<file path="src/rtl/encoder_10to4_pkg.sv">
// encoder_10to4_pkg: shared constants and width helper for the one-hot line encoder.
// Latency: n/a (package only).
// Backpressure: n/a.
//
// Contents:
//   N_IN_DEF   default number of input lines
//   idx_width  ceiling log2 of a line count (minimum 1 bit)
//   W_OUT_DEF  default output index width, derived from N_IN_DEF
package encoder_10to4_pkg;

  localparam int N_IN_DEF = 10;

  // Smallest width w such that 2**w >= n; a single line still needs one bit.
  function automatic int idx_width(input int n);
    int w;
    w = 1;
    while ((1 << w) < n) begin
      w = w + 1;
    end
    return w;
  endfunction

  localparam int W_OUT_DEF = idx_width(N_IN_DEF);

endpackage : encoder_10to4_pkg

</file>
<file path="src/rtl/encoder_core_comb.sv">
// encoder_core_comb: combinational one-hot to binary index encoder with presence/multi-hot flags.
// Latency: 0 cycles (purely combinational).
// Backpressure: none; output follows input continuously.
//
// Ports:
//   in_i     [N_IN-1:0]   input line vector, bit k means index k
//   idx_o    [W_OUT-1:0]  index of the winning set bit (0 when none set)
//   any_o                 at least one bit set
//   multi_o               two or more bits set
module encoder_core_comb
  import encoder_10to4_pkg::*;
#(
  parameter int N_IN     = N_IN_DEF,
  parameter int W_OUT    = W_OUT_DEF,
  parameter int PRI_HIGH = 1
) (
  input  logic [N_IN-1:0]  in_i,
  output logic [W_OUT-1:0] idx_o,
  output logic             any_o,
  output logic             multi_o
);

  logic seen;
  logic multi;

  always_comb begin
    idx_o = '0;
    seen  = 1'b0;
    multi = 1'b0;
    for (int k = 0; k < N_IN; k++) begin
      // The last match in scan order wins: an ascending scan leaves the
      // highest set bit, a descending scan leaves the lowest.
      if (PRI_HIGH != 0) begin
        if (in_i[k]) begin
          idx_o = W_OUT'(k);
        end
      end else begin
        if (in_i[N_IN-1-k]) begin
          idx_o = W_OUT'(N_IN - 1 - k);
        end
      end
      // A set bit seen after an earlier set bit means multi-hot.
      multi = multi | (seen & in_i[k]);
      seen  = seen | in_i[k];
    end
  end

  assign any_o   = seen;
  assign multi_o = multi;

endmodule : encoder_core_comb

</file>
<file path="src/rtl/encoder_10to4.sv">
// encoder_10to4: registered one-hot line encoder with valid and multi-hot error qualifiers.
// Latency: 1 cycle from an iEN=1 rising edge to oOUT/oVALID/oERR; no combinational input-to-output path.
// Backpressure: none; iEN=0 simply holds all output registers.
//
// Ports:
//   iCLK    clock, rising edge
//   iRSTn   asynchronous active-low reset, clears all outputs
//   iEN     capture enable
//   iIN     [N_IN-1:0] input line vector
//   oOUT    [W_OUT-1:0] encoded index (0 when idle)
//   oVALID  captured input had at least one bit set
//   oERR    captured input had two or more bits set
module encoder_10to4
  import encoder_10to4_pkg::*;
#(
  parameter int N_IN     = N_IN_DEF,
  parameter int W_OUT    = W_OUT_DEF,
  parameter int PRI_HIGH = 1
) (
  input  logic             iCLK,
  input  logic             iRSTn,
  input  logic             iEN,
  input  logic [N_IN-1:0]  iIN,
  output logic [W_OUT-1:0] oOUT,
  output logic             oVALID,
  output logic             oERR
);

  logic [W_OUT-1:0] idx_c;
  logic             any_c;
  logic             multi_c;

  logic [W_OUT-1:0] out_d,   out_q;
  logic             valid_d, valid_q;
  logic             err_d,   err_q;

  encoder_core_comb #(
    .N_IN     (N_IN),
    .W_OUT    (W_OUT),
    .PRI_HIGH (PRI_HIGH)
  ) u_core (
    .in_i    (iIN),
    .idx_o   (idx_c),
    .any_o   (any_c),
    .multi_o (multi_c)
  );

  always_comb begin
    out_d   = out_q;
    valid_d = valid_q;
    err_d   = err_q;
    if (iEN) begin
      out_d   = idx_c;
      valid_d = any_c;
      err_d   = multi_c;
    end
  end

  always_ff @(posedge iCLK or negedge iRSTn) begin
    if (!iRSTn) begin
      out_q   <= '0;
      valid_q <= 1'b0;
      err_q   <= 1'b0;
    end else begin
      out_q   <= out_d;
      valid_q <= valid_d;
      err_q   <= err_d;
    end
  end

  assign oOUT   = out_q;
  assign oVALID = valid_q;
  assign oERR   = err_q;

endmodule : encoder_10to4

</file>
<file path="config.mk">
export PLATFORM = sky130hd
export DESIGN_NAME = encoder_10to4
export DESIGN_NICKNAME = d
export VERILOG_FILES = /design/src/rtl/encoder_10to4_pkg.sv /design/src/rtl/encoder_core_comb.sv /design/src/rtl/encoder_10to4.sv
export SDC_FILE = /design/constraint.sdc
export NUM_CORES = 1
export LEC_CHECK = 0
export ABC_AREA = 0
export CAP_MARGIN = 10
export CORE_AREA = 2 2 39 41
export DETAILED_ROUTE_END_ITERATION = 7
export DIE_AREA = 0 0 41 43
export PLACE_DENSITY = 0.72
export SLEW_MARGIN = 10
export SYNTH_ARGS = -nofsm -noshare
export SYNTH_HDL_FRONTEND = slang
export SYNTH_SLANG_ARGS = --single-unit
</file>
<file path="constraint.sdc">
create_clock -name iCLK -period 1.9 [get_ports iCLK]
set_clock_uncertainty 0.05 [all_clocks]
set_input_delay 0.285 -clock iCLK [delete_from_list [all_inputs] [get_ports iCLK]]
set_output_delay 0.285 -clock iCLK [all_outputs]
set_load 0.01 [all_outputs]
</file>
Word level (Yosys, flattened, before mapping)
Index checks and enable logic that the tools add are counted.

Muxes and demuxes: 9. Bitwise gates (word level): 26.

Operators by type and width (number): $mux W4 (8); $or A1 B1 Y1 (17); $and A1 B1 Y1 (9); $mux W1 (1).

Register bits: 6. Input port bits: 13. Output and inout port bits: 6. Word-level logic and storage cells: 38.

Longest topological paths before layout
Word-level depth: 10. Gate-level depth with buffers: 4.

Modules after synthesis
A second synthesis with hierarchy kept.

Cells, all modules: 38. Area, all modules: 406.6 um^2.

By module, submodules not included: encoder_10to4 (instances 1, cells each 13, area each 251.5 um^2, sequential area each 150.1 um^2); encoder_core_comb (instances 1, cells each 25, area each 155.1 um^2, sequential area each 0.0 um^2).

Worst setup path before layout
No wires, ideal clock.

Path type: input to register. Start point: input port iIN[2]. End point: register err_q (netlist: oERR). Setup time: 124 ps. Arrival time: 1250 ps. Required time: 1726 ps. Path slack: 476 ps. Cell stages on the path: 4. Path buffers: 0. Cells stage by stage: or3_4 -> nor4b_2 -> nor4_1 -> a211o_1.

Longest elaborated chain between the ends: 9.

Ends and longest elaborated chain: from (decl) (RTL line encoder_10to4.sv:23) `input logic [N_IN-1:0] iIN,`; $and A1 B1 Y1 or $or A1 B1 Y1 (tied branches) (RTL line encoder_core_comb.sv:43, encoder_core_comb.sv:44); $or A1 B1 Y1 (tied with other cells) (6 in a row) (RTL line encoder_core_comb.sv:43) `multi = multi | (seen & in_i[k]);`; $or A1 B1 Y1 or $and A1 B1 Y1 (tied branches) (RTL line encoder_core_comb.sv:43); $or A1 B1 Y1 (*) (RTL line encoder_core_comb.sv:43); to (signal assigned) (RTL line encoder_10to4.sv:67) `err_q <= err_d;`; to (decl) (RTL line encoder_10to4.sv:35) `logic err_d, err_q;`.

Mark *: on every way between the ends. The rest lies on a longest branch, timed or not. A chain may end at the register's enable or synchronous reset.

Worst setup path after layout
Same ends and word-level chain as after synthesis.

==> metrics.cfg <==
[routing]
first_iter_violations = 6
viasPerCell = 4.94
wl_met1_um = 413
routed-via-count = 435
routed.top_layer = met4
routedWlPerCell_um = 11.3
routed_wl_um = 994
dr_wl_met3_um = 30
wl_met2_um = 527
dr.pass1.iters = 3
drtAntennaViolNets = 0
drcViolationCount = 0

[global_routing]
grt_pass1_wl_um = 1760
grt_pass1_vias = 423
overflow = 0
grt_usage_pct = 14.6
grt_max_degree = 14
antenna_found_initial = 0

[place]
port_buffers = 18
dp_hpwl_um = 831
place_congestion = 0.793
dpl_worst_slack_ns = -0.0185

[sta]
hold_viol = 0
fmax_ghz = 0.613
rsz0062_at_grt = no
slew_violations = 0
worstMarginPinSlew_ns = 0.427
period_minus_slack_ns = 1.63
finalSetupTns_ns = 0
setup_viol = 0
slew_headroom_pct = 71.3
setup_slack_ns = 0.268
fin_crit_sh_pct = 85.9

[critical_path]
slowest_delay_ns = 0.42
crit_buf_inv = 1
startpoint_type = input port
cp_top_family = simple AND/OR/NAND/NOR gates
arrival_ns = 1.72
required_ns = 1.99
r2r_start = oERR
critPathSlowestCell = clkdlybuf4s50_1
path_cells = clkdlybuf4s50_1, or3_4, nor4b_2, nor4_1, a211o_1
worstPathMaxFanout = 4
crit_type = input port to flop
worst_setup_path_end_kind = flop
crit_start = iIN[2]

[logic_synthesis]
yosysTopAreaCell = dfrtp_1
synth_area_leaders = dfrtp_1, nor2_1, maj3_1
synth_top_family_by_area = simple AND/OR/NAND/NOR gates
synth_top_area_share_pct = 38.1
yosys_register_bits = 6
synthXorXnorAreaFrac_pct = 0
netlist_area_um2 = 394
seq_area_frac_synth_pct = 38.1
synth_adder_area_share_pct = 5.08
synth_simple_gate_area_share_pct = 27.3
synthCells = 44
muxShareOfSynthArea_pct = 0
synth_compound_area_share_pct = 25.7
synth.distinct_cells = 22
synth_warnings = 0
syn-num-nets = 57
avgSynthCellArea_um2 = 8.96

[cells_and_area]
drive_gt1_share_pct = 19.4
diodes = 0
multi_input_area_um2 = 229
nFillCells = 141
utilization_pct = 48.6
finalNetCount = 87
regArea_um2 = 150
synthToLayoutAreaGrowth_pct = 70.8

[cts]
h-tree-depth = 1
cts_resized = 0
cts_made_buffers = 3
root_buffer = clkbuf_4
cts_setup_buffers = 0
cts_buffer_depth = 2
clk_pin_slew_worst_paths_ns = 0.05
cts_tree = yes
holdBufCountCts = 0
clock_latency_ns = 0.25
cts_sinks = 6

[power_and_ir_drop]
leakage_nw = 0.266
ir_worst_vdd_uv = 308
power_density_nw_per_um2 = 543

[floorplanning]
die-width_um = 41
coreArea_um2 = 1380
initial_core_util_pct = 28.5
die_area_um2 = 1760
die_h_um = 43
ioPinCount = 19
rows = 14

[run]
drv_cap = 0

[outcome]
status = completed

[worst_hold_path]
hold_path_class = input port to asynchronous set/reset pin

-- layer usage --
| metal | track usage, % | vias to the layer above |
|---|---|---|
| li1 | - | 225 |
| met1 | 17.6 | 199 |
| met2 | 22.8 | 8 |
| met3 | 4.71 | 3 |
| met4 | 6.00 | 0 |
| met5 | 0 | - |
-- logic make-up after synthesis --
family,Yosys count
flops,6
fa+ha+maj,2
simple gates,17
buf+inv,4
compound gates,15
-- report_power, final --
part,internal (mW),switching (mW)
logic,0.0599,0.0403
clock network,0.0719,0.0532
registers,0.136,0.00403
total,0.268,0.0976
-- worst paths after layout --
| path | end | slack (ns) | cells after the start |
|---|---|---|---|
| min in group iCLK | oOUT[1] | 0.43 | 1 |
| max reg2reg | oERR | 0.90 | 3 |
| min reg2reg | oOUT[1] | 0.43 | 1 |
| min | oOUT[0] | 0.23 | 1 |
| max | oERR | 0.27 | 5 |
| max in group asynchronous | oOUT[1] | 1.35 | 1 |
-- layout make-up --
| class | count | share of cell area [%] |
|---|---|---|
| clock buffers | 3 | 3.35 |
| flip-flops and latches | 6 | 22.3 |
| well taps | 16 | 2.97 |
| repair buffers | 26 | 35.7 |
| inverters | 3 | 1.67 |
| multi-input cells | 34 | 34.0 |
-- cells in the mapped netlist (all sizes together) --
cell	number
nor2	8
dfrtp	6
o21ai	4
a21oi	3
inv	3
nor4	3
a31oi	2
maj3	2
or3	2
a2111o	1
a211o	1
a21o	1
clkbuf	1
nand2b	1
nand3b	1
nor4b	1
o21bai	1
o311a	1
o311ai	1
or2	1
-- per-stage QoR --
step / hold slack [ns] / area, um^2 / total power [mW] / instances
6_report: 0.227 / 673 / 0.365 / 88
5_1_grt: 0.246 / 673 / 0.388 / 88
4_1_cts: 0.236 / 673 / 0.372 / 88
3_5_place_dp: 0.431 / 651 / 0.243 / 85
3_3_place_gp: 0.427 / 651 / 0.242 / 85
2_1_floorplan: -0.0606 / 394 / 0.173 / 44
-- cell usage in the layout (no fill, tap or decap) --
cell / count
inv_1: 3
nand3b_1: 1
o311ai_0: 1
or3_4: 1
o21ai_0: 4
nor2_1: 8
a21o_1: 1
maj3_1: 2
dfrtp_1: 6
nor4_2: 1
buf_4: 8
clkdlybuf4s50_1: 18
a211o_1: 1
nor4b_2: 1
nor4_1: 2
or3_1: 1
o311a_1: 1
clkbuf_4: 3
a31oi_1: 2
a2111o_1: 1
nand2b_1: 1
a21oi_1: 3
or2_1: 1
o21bai_1: 1
-- flip-flops by register name, indices dropped and copies added (netlist names) --
signal / count
oERR: 1
oVALID: 1
oOUT: 4
Note: power is estimated with default switching activity, not from simulation.
